<file path="src/rtl/lcd_hd44780_sink.sv">
// Responder end of a 4-bit HD44780-style character-LCD bus. Decodes
// E-strobed nibbles into commands/data writes, keeps a 2x16 screen shadow,
// and answers busy-flag/address and data reads.
module lcd_hd44780_sink #(
  parameter int unsigned SYNC_STAGES = 2,      // must be >= 2
  parameter logic [7:0]  BLANK_CHAR  = 8'h20
) (
  input  logic         CCLK,
  input  logic         RSTn,
  input  logic         LCDE,
  input  logic         LCDRS,
  input  logic         LCDRW,
  input  logic [3:0]   LCDDAT,
  output logic [3:0]   rd_dat,
  output logic         rd_oe,
  output logic [255:0] scr_data,
  output logic         disp_on,
  output logic         byte_valid,
  output logic [7:0]   last_byte,
  output logic         last_rs,
  output logic         busy,
  output logic         overrun
);

  // One sample of the incoming bus; all four inputs travel together.
  typedef struct packed {
    logic       e;
    logic       rs;
    logic       rw;
    logic [3:0] dat;
  } bus_t;

  // Nibble phase: INIT8 = 8-bit init mode, HI/LO = expecting high/low nibble.
  typedef enum logic [1:0] {INIT8, HI, LO} phase_e;

  bus_t                   bus_in;
  bus_t [SYNC_STAGES-1:0] sync_pipe;
  bus_t                   bus_s;
  logic                   e_q;
  logic                   strobe;

  phase_e            phase, phase_nxt;
  logic [6:0]        ac, ac_nxt;
  logic              id, id_nxt;
  logic              disp_nxt;
  logic [31:0][7:0]  cells, cells_nxt;   // cell i lives at cells[31-i] == cells[~i]
  logic              busy_nxt;
  logic [4:0]        clr_idx, clr_nxt;
  logic              ovr_nxt;
  logic              bv_nxt;
  logic [7:0]        lb_nxt;
  logic              lrs_nxt;
  logic [3:0]        hi_nib, hi_nxt;

  logic              do_dec;
  logic              dec_rs;
  logic [7:0]        dec_byte;
  logic [5:0]        cur_map;            // {visible, cell index} for the address in ac
  logic [7:0]        rd_cell;
  logic [3:0]        rd_nib;

  // DDRAM address -> {visible, cell}; line 1 is 0x00-0x0F, line 2 is 0x40-0x4F.
  function automatic logic [5:0] ddram_cell(input logic [6:0] a);
    logic [5:0] r;
    r = 6'b0;
    if (a[6:4] == 3'b000)      r = {1'b1, 1'b0, a[3:0]};
    else if (a[6:4] == 3'b100) r = {1'b1, 1'b1, a[3:0]};
    return r;
  endfunction

  // Address counter step; the two 40-byte lines form one ring.
  function automatic logic [6:0] ac_step(input logic [6:0] a, input logic inc);
    logic [6:0] r;
    if (inc) r = (a == 7'h27) ? 7'h40 : (a == 7'h67) ? 7'h00 : a + 7'd1;
    else     r = (a == 7'h00) ? 7'h67 : (a == 7'h40) ? 7'h27 : a - 7'd1;
    return r;
  endfunction

  always_comb begin
    bus_in.e   = LCDE;
    bus_in.rs  = LCDRS;
    bus_in.rw  = LCDRW;
    bus_in.dat = LCDDAT;
  end

  assign bus_s    = sync_pipe[SYNC_STAGES-1];
  assign strobe   = e_q & ~bus_s.e;
  assign scr_data = cells;
  assign cur_map  = ddram_cell(ac);
  assign rd_cell  = cur_map[5] ? cells[~cur_map[4:0]] : BLANK_CHAR;

  // Input synchroniser plus the delayed synced E used for falling-edge detect.
  always_ff @(posedge CCLK or negedge RSTn) begin
    if (!RSTn) begin
      sync_pipe <= '0;
      e_q       <= 1'b0;
    end else begin
      sync_pipe <= {sync_pipe[SYNC_STAGES-2:0], bus_in};
      e_q       <= bus_s.e;
    end
  end

  // Read path: status or cell nibble, chosen by the current phase.
  always_comb begin
    rd_oe  = bus_s.e & bus_s.rw;
    rd_nib = 4'h0;
    if (bus_s.rs) rd_nib = (phase == LO) ? rd_cell[3:0] : rd_cell[7:4];
    else          rd_nib = (phase == LO) ? ac[3:0] : {busy, ac[6:4]};
    rd_dat = rd_oe ? rd_nib : 4'h0;
  end

  // Next-state: phase advance, clear sequencing, command and data decode.
  always_comb begin
    phase_nxt = phase;
    ac_nxt    = ac;
    id_nxt    = id;
    disp_nxt  = disp_on;
    cells_nxt = cells;
    busy_nxt  = busy;
    clr_nxt   = clr_idx;
    ovr_nxt   = overrun;
    bv_nxt    = 1'b0;
    lb_nxt    = last_byte;
    lrs_nxt   = last_rs;
    hi_nxt    = hi_nib;
    do_dec    = 1'b0;
    dec_rs    = 1'b0;
    dec_byte  = 8'h00;

    if (busy) begin
      // Clear in progress: one cell per cycle, strobes are dropped.
      cells_nxt[~clr_idx] = BLANK_CHAR;
      clr_nxt = clr_idx + 5'd1;
      if (clr_idx == 5'd31) begin
        busy_nxt = 1'b0;
        ac_nxt   = 7'h00;
        id_nxt   = 1'b1;
      end
      if (strobe) ovr_nxt = 1'b1;
    end else if (strobe) begin
      if (bus_s.rw) begin
        case (phase)
          HI: phase_nxt = LO;
          LO: begin
            phase_nxt = HI;
            if (bus_s.rs) ac_nxt = ac_step(ac, id);
          end
          default: ;  // reads are ignored in 8-bit init mode
        endcase
      end else begin
        case (phase)
          INIT8: begin
            if (bus_s.dat == 4'h2) phase_nxt = HI;
            else begin
              do_dec   = 1'b1;
              dec_byte = {bus_s.dat, 4'h0};
            end
          end
          HI: begin
            hi_nxt    = bus_s.dat;
            phase_nxt = LO;
          end
          LO: begin
            do_dec    = 1'b1;
            dec_rs    = bus_s.rs;
            dec_byte  = {hi_nib, bus_s.dat};
            phase_nxt = HI;
            bv_nxt    = 1'b1;
            lb_nxt    = dec_byte;
            lrs_nxt   = bus_s.rs;
          end
          default: phase_nxt = INIT8;
        endcase
      end
    end

    if (do_dec) begin
      if (dec_rs) begin
        if (cur_map[5]) cells_nxt[~cur_map[4:0]] = dec_byte;
        ac_nxt = ac_step(ac, id);
      end else if (dec_byte[7]) begin
        ac_nxt = dec_byte[6:0];
      end else if (dec_byte[6]) begin
        // CGRAM address: accepted, no shadow effect
      end else if (dec_byte[5]) begin
        if (dec_byte[4]) phase_nxt = INIT8;
      end else if (dec_byte[4]) begin
        // cursor/display shift: accepted, no shadow effect
      end else if (dec_byte[3]) begin
        disp_nxt = dec_byte[2];
      end else if (dec_byte[2]) begin
        id_nxt = dec_byte[1];
      end else if (dec_byte[1]) begin
        ac_nxt = 7'h00;
      end else if (dec_byte[0]) begin
        busy_nxt = 1'b1;
        clr_nxt  = 5'd0;
      end
    end
  end

  // Nibble-phase state register.
  always_ff @(posedge CCLK or negedge RSTn) begin
    if (!RSTn) phase <= INIT8;
    else       phase <= phase_nxt;
  end

  // Datapath registers: screen shadow, address counter, flags.
  always_ff @(posedge CCLK or negedge RSTn) begin
    if (!RSTn) begin
      ac         <= 7'h00;
      id         <= 1'b1;
      disp_on    <= 1'b0;
      cells      <= {32{BLANK_CHAR}};
      busy       <= 1'b0;
      clr_idx    <= 5'd0;
      overrun    <= 1'b0;
      byte_valid <= 1'b0;
      last_byte  <= 8'h00;
      last_rs    <= 1'b0;
      hi_nib     <= 4'h0;
    end else begin
      ac         <= ac_nxt;
      id         <= id_nxt;
      disp_on    <= disp_nxt;
      cells      <= cells_nxt;
      busy       <= busy_nxt;
      clr_idx    <= clr_nxt;
      overrun    <= ovr_nxt;
      byte_valid <= bv_nxt;
      last_byte  <= lb_nxt;
      last_rs    <= lrs_nxt;
      hi_nib     <= hi_nxt;
    end
  end

endmodule

</file>
<file path="config.mk">
export PLATFORM = sky130hd
export DESIGN_NAME = lcd_hd44780_sink
export DESIGN_NICKNAME = d
export VERILOG_FILES = /design/src/rtl/lcd_hd44780_sink.sv
export SDC_FILE = /design/constraint.sdc
export NUM_CORES = 1
export LEC_CHECK = 0
export BUFFER_PORTS_ARGS = -buffer_cell sky130_fd_sc_hd__buf_2
export CORE_ASPECT_RATIO = 1.2
export CORE_UTILIZATION = 30
export CTS_BUF_LIST = sky130_fd_sc_hd__clkbuf_8 sky130_fd_sc_hd__clkbuf_16
export DETAILED_ROUTE_END_ITERATION = 16
export GPL_TIMING_DRIVEN = 1
export PLACE_DENSITY = 0.58
export SLEW_MARGIN = 20
export SYNTH_ARGS = -nofsm -noshare
export SYNTH_HDL_FRONTEND = slang
export SYNTH_SLANG_ARGS = --single-unit
</file>
<file path="constraint.sdc">
create_clock -name CCLK -period 2.8 [get_ports CCLK]
set_input_delay 0 -clock CCLK [delete_from_list [all_inputs] [get_ports CCLK]]
set_output_delay 0 -clock CCLK [all_outputs]
set_load 0.1 [all_outputs]
</file>
# Word-level counts from Yosys, hierarchy flattened

Cells that the tools add are included.
W data, S select, Z words.

Bits in registers: 303
Latch bits: 0
Memory bits (writable): 0
Bits in read-only memories: 0
Memories: 0

$add $sub $neg: 3
Multiply operators: 0
Div/mod/pow operators: 0
Magnitude comparators: 4
Equal/unequal tests: 8
Shift operators: 0
Multiplexer cells: 101
Bitwise gates (word level): 15
Reductions and logical operators: 9

Operator list:

| kind                  | number |
|---|---|
| $mux W256             | 4 |
| $bwmux W256           | 1 |
| $and A224 B224 Y224   | 1 |
| $not A224 Y224        | 1 |
| $mux W7               | 20 |
| $demux W8 S5          | 2 |
| $mux W8               | 8 |
| $mux W5               | 11 |
| $bmux W8 S5           | 1 |
| $mux W1               | 34 |
| $or A32 B32 Y32       | 1 |
| $mux W2               | 10 |
| $mux W4               | 4 |
| $pmux W8 S2           | 1 |
| $eq A7 B7 Y1 const B  | 2 |
| $lt A5 B6 Y1 const B  | 2 |
| $mux W6               | 2 |
| $ge A5 B1 Y1 const B  | 2 |
| $not A5 Y5            | 2 |
| $not A1 Y1            | 8 |
| $reduce_and A4 Y1     | 2 |
| $add A7 B1 Y7 const B | 1 |
| $eq A7 B6 Y1 const B  | 1 |
| $logic_not A7 Y1      | 1 |
| 16 further kinds      | 18 |

# Depth between registers and ports, before layout

Depth in word-level cells: 18
Gate-level depth with buffers: 11
Gate-level depth less buffers: 9

# Worst setup path after synthesis

No wires, ideal clock.

Kind: register to output
Start point: register cells (netlist bit scr_data[32])
End point: output port rd_dat[0]
Arrival: 4.373 ns
Required time: 2.800 ns
Setup slack: -1.573 ns
Cell stages (with the launch flop): 7
Cell sequence: dfrtp_1 > mux2_2 > o22ai_1 > o32ai_1 > a22oi_1 > a211o_1 > a222oi_1

Cells in the longest elaborated chain, start to end: 6

RTL lines:

| what                          | RTL line | RTL |
|---|---|---|
| start: declaration            | 46       | `logic [31:0][7:0] cells, cells_nxt;` |
| start signal: assignment      | 214      | `cells <= {32{BLANK_CHAR}};` |
| start signal: assignment      | 226      | `cells <= cells_nxt;` |
| $bmux W8 S5                   | 90       | `assign rd_cell = cur_map[5] ? cells[~cur_map[4:0]] : BLANK_CHAR;` |
| $mux W8 (implied by the code) | 90       |  |
| $mux W8                       | 90       |  |
| $mux W4 (2 in series)         | 107      | `if (bus_s.rs) rd_nib = (phase == LO) ? rd_cell[3:0] : rd_cell[7:4];` |
| $mux W4                       | 109      | `rd_dat = rd_oe ? rd_nib : 4'h0;` |
| end: declaration              | 14       | `output logic [3:0] rd_dat,` |

No other way between the ends. The select of a mux whose other input is x is not followed.

# Worst setup path in the final report

Start point: register ac[5]
End point: output port rd_dat[3]

Cells in the longest elaborated chain, start to end: 10
Elaborated cells between the ends (all ways): 11
Classes of those cells: 1 x eq/ne; 8 x mux; 1 x bitwise; 1 x reduce/logical

RTL lines:

| what                          | RTL line | RTL |
|---|---|---|
| start: declaration            | 43       | `logic [6:0] ac, ac_nxt;` |
| start signal: assignment      | 223      | `ac <= ac_nxt;` |
| $eq A3 B3 Y1                  | 67       | `else if (a[6:4] == 3'b100) r = {1'b1, 1'b1, a[3:0]};` |
| $mux W6                       | 67       |  |
| $mux W6 (*)                   | 66       | `if (a[6:4] == 3'b000) r = {1'b1, 1'b0, a[3:0]};` |
| $not A5 Y5                    | 90       |  |
| $bmux W8 S5                   | 90       |  |
| $mux W8 (implied by the code) | 90       |  |
| $mux W8 (*)                   | 90       |  |
| $mux W4 (*) (2 in series)     | 107      |  |
| $mux W4 (*)                   | 109      |  |

Mark *: on every way between the ends. The rest lies on a longest branch, timed or not. The select of a mux whose other input is x is not followed.

==> run metrics <==
fin. max-slew vios=0; Detail Route Antenna Nets=0; Starting Density=30.3%; Avg WL per Cell=26.1 microns; setup violators final=4; Synth async-reset ratio=100%; initial antenna violation count=1; Mean Syn Cell Area=9.16 sq um; Crit. End Element=output port; P_leak=9.22 nW; Detailed Place HPWL=roughly 49000 microns; status=finished with violations; gpl congestion=~0.94; Num CTS Buffers=37; Via density=5.80; die area=between 50000 and 60000 sq um; Worst EP required=2800 ps; final hold vios=0; kind of critical path=reg -> out; clock skew=30.7 ps; largest net degree at the start of global routing=79; Pwr Density=~840 nW/um^2; RSZ-0062 raised after global routing=true; # clock sinks=303; Max Cap Viol=0; Least-Margin Pin Slew=737 ps; drt drc=0; vias in the first global route=14600; number of synthesized flops with an enable pin=0; vias post-DR=approximately 15000; met2 usage=a little over two fifths; initial DRC count=1381; Non-Filler Instances=2645; mapped cell area=15200 sq um; R2R cell count=10; peak supply drop=0.522 mV; buffers added on ports=between 200 and 300; Synth area leader=dfrtp_1; worst-skew pair later-pin latency=560 ps; met1 Resource Use GR=32.2%; Syn. warnings=0; hold_ws=just over 40 ps; Startpoint Class=register; Total Routed Length=approximately 69000 microns; area growth from synthesis to layout=31.3%; nets@finish=1992; top cells by area, synth=dfrtp_1, o21ai_0, nand3_1, dfstp_2, nand2_1; Fmax achieved=0.309 GHz; Clock Path Buffers=3; Synth top area share=44.4%; TritonRoute pass-1 iters=7; CP arrival=between 3000 and 4000 ps; post-synthesis cell type count=84; core area=50200 sq um; relative slew slack=50.8%; first-pass GRT wire length=100000 microns; Syn Nets=1681; Cell Area, Placed=between 15000 and 20000 sq um; Tcrit/Tclk final=116%; #FFs+latches synth=303; TritonCTS clock tree=built; Post-Place Worst Slack=-120 ps; Post-Synthesis Cells=approximately 1700; minimum clock period=3240 ps; GRT Util Overall=26.2%; htree depth=2; row count=90; post-route cell area=approximately 20000 sq um; violated checks=setup timing; Clock Pin Slew Worst Setup and Hold Paths=about 60 ps; worst hold-check path type=in -> async; GR Layer Usage met3=5.17%; Max Fanout on Critical Path=27; Final Util=39.8%; antenna cells=0; Synth Flop Type=dfrtp_1; fraction of layout instances using a drive strength above 1=31.9%; gr busiest metal=met2; Die W=208 microns; final worst slack=-441 ps; dpl cells=2544; CTS root buf=clkbuf_16; I/O pins=around 280; Die Y=~250 microns; Seq/Total Area, Yosys=50.1%; Remaining Overflow, GRT=0
## power breakdown
part	switching, W	leakage, nW	internal, W
Combinational	0.00438	4.58	0.00269
Sequential	0.000194	4.00	0.00454
Clock	0.00205	0.642	0.00298
Total	0.00662	9.22	0.0102
## cells by family after synthesis
logic type | count (synthesis) | synth area share (%)
simple gates | 563 | 18.7
buf+inv | 189 | 5.10
fa+ha+maj | 11 | 0.905
mux | 39 | 3.30
flops | 303 | 50.1
xor+xnor | 6 | 0.346
compound gates | 550 | 21.5
## through the flow
step / setup TNS [ps] / power (W)
after floorplan: -1700 / 0.00836
after global placement: -174 / 0.0106
after detailed placement: -253 / 0.0106
after CTS: -1600 / 0.0165
after global routing: -1820 / 0.0174
final: -1600 / 0.0168
## flip-flops by register name, summed over array words and instances, names as in the netlist
register    flops
ac              7
bus_s           7
busy            1
byte_valid      1
clr_idx         5
disp_on         1
e_q             1
hi_nib          4
id              1
last_byte       8
last_rs         1
overrun         1
phase           2
scr_data      256
sync_pipe       7
## worst paths after layout
| kind | start | end | slack, ps |
|---|---|---|---|
| max in group asynchronous | RSTn | scr_data[133]$_DFF_PN1_ | 1800 |
| worst max register to register | ac[0]$_DFF_PN0_ | scr_data[203]$_DFF_PN0_ | 80 |
| worst min-delay path | RSTn | last_byte[4]$_DFFE_PN0P_ | 40 |
| min in group CCLK | LCDDAT[3] | sync_pipe[3]$_DFF_PN0_ | 90 |
| worst max-delay path | ac[5]$_DFF_PN0_ | rd_dat[3] | -440 |
| worst min register to register | sync_pipe[0]$_DFF_PN0_ | bus_s[0]$_DFF_PN0_ | 350 |
## layout make-up
class	count	area [sq um]
fill	5016	30200
inverter	49	184
multi-input combinational	1169	7240
timing repair buffer	412	2810
clock inverter	27	265
clock buffer	41	1000
sequential	303	7670
tap	644	806
## synthesized netlist by cell type, drive strengths merged (7+ instances only)
| master | count |
|---|---|
| a211o | 7 |
| a211oi | 10 |
| a21oi | 55 |
| a22oi | 7 |
| a31oi | 10 |
| buf | 44 |
| clkbuf | 96 |
| dfrtp | 270 |
| dfstp | 33 |
| ha | 11 |
| inv | 48 |
| mux2 | 9 |
| mux2i | 22 |
| mux4 | 8 |
| nand2 | 138 |
| nand2b | 25 |
| nand3 | 238 |
| nor2 | 60 |
| nor2b | 10 |
| nor3 | 22 |
| nor3b | 10 |
| nor4b | 12 |
| o21a | 7 |
| o21ai | 328 |
| o221ai | 30 |
| o22ai | 31 |
| o2bb2ai | 9 |
| or3 | 15 |
## cell usage in the layout, fill, tap and decap left out, drive strengths merged, types with 31 or more instances in the layout
master and n:
o22ai 31, o21ai 328, dfrtp 270, buf 401, a21oi 55, nor2 60
inv 59, dfstp 33, clkbuf 41, nand2 138, nand3 238
## worst max-delay path: stages (launching register included)
cell and delay (ps):
dfrtp_2 440, buf_4 150, or2_4 270, buf_12 180, nor2_4 220, a21oi_1 70
o32a_1 330, a211o_1 330, a311oi_2 320, buf_4 190, buf_12 170
## layer usage
metal / share of wire (%) / vias to the layer above
li1: - / 6718
met3: 7.3 / 202
met1: 39 / 7644
met2: 48 / 773
met5: 0 / -
met4: 5.8 / 0
## what timing repair did
item / 4_1_cts / 5_1_grt
pin swaps: 19 / 26
gates cloned: 4 / 0
endpoints found under the hold margin: 154 / 0
setup endpoints to repair: 4 / 116
resized for setup: 56 / 49
buffers inserted: 12 / 10
hold buffers: 8 / 0
Note: power is estimated with default switching activity, not from simulation.
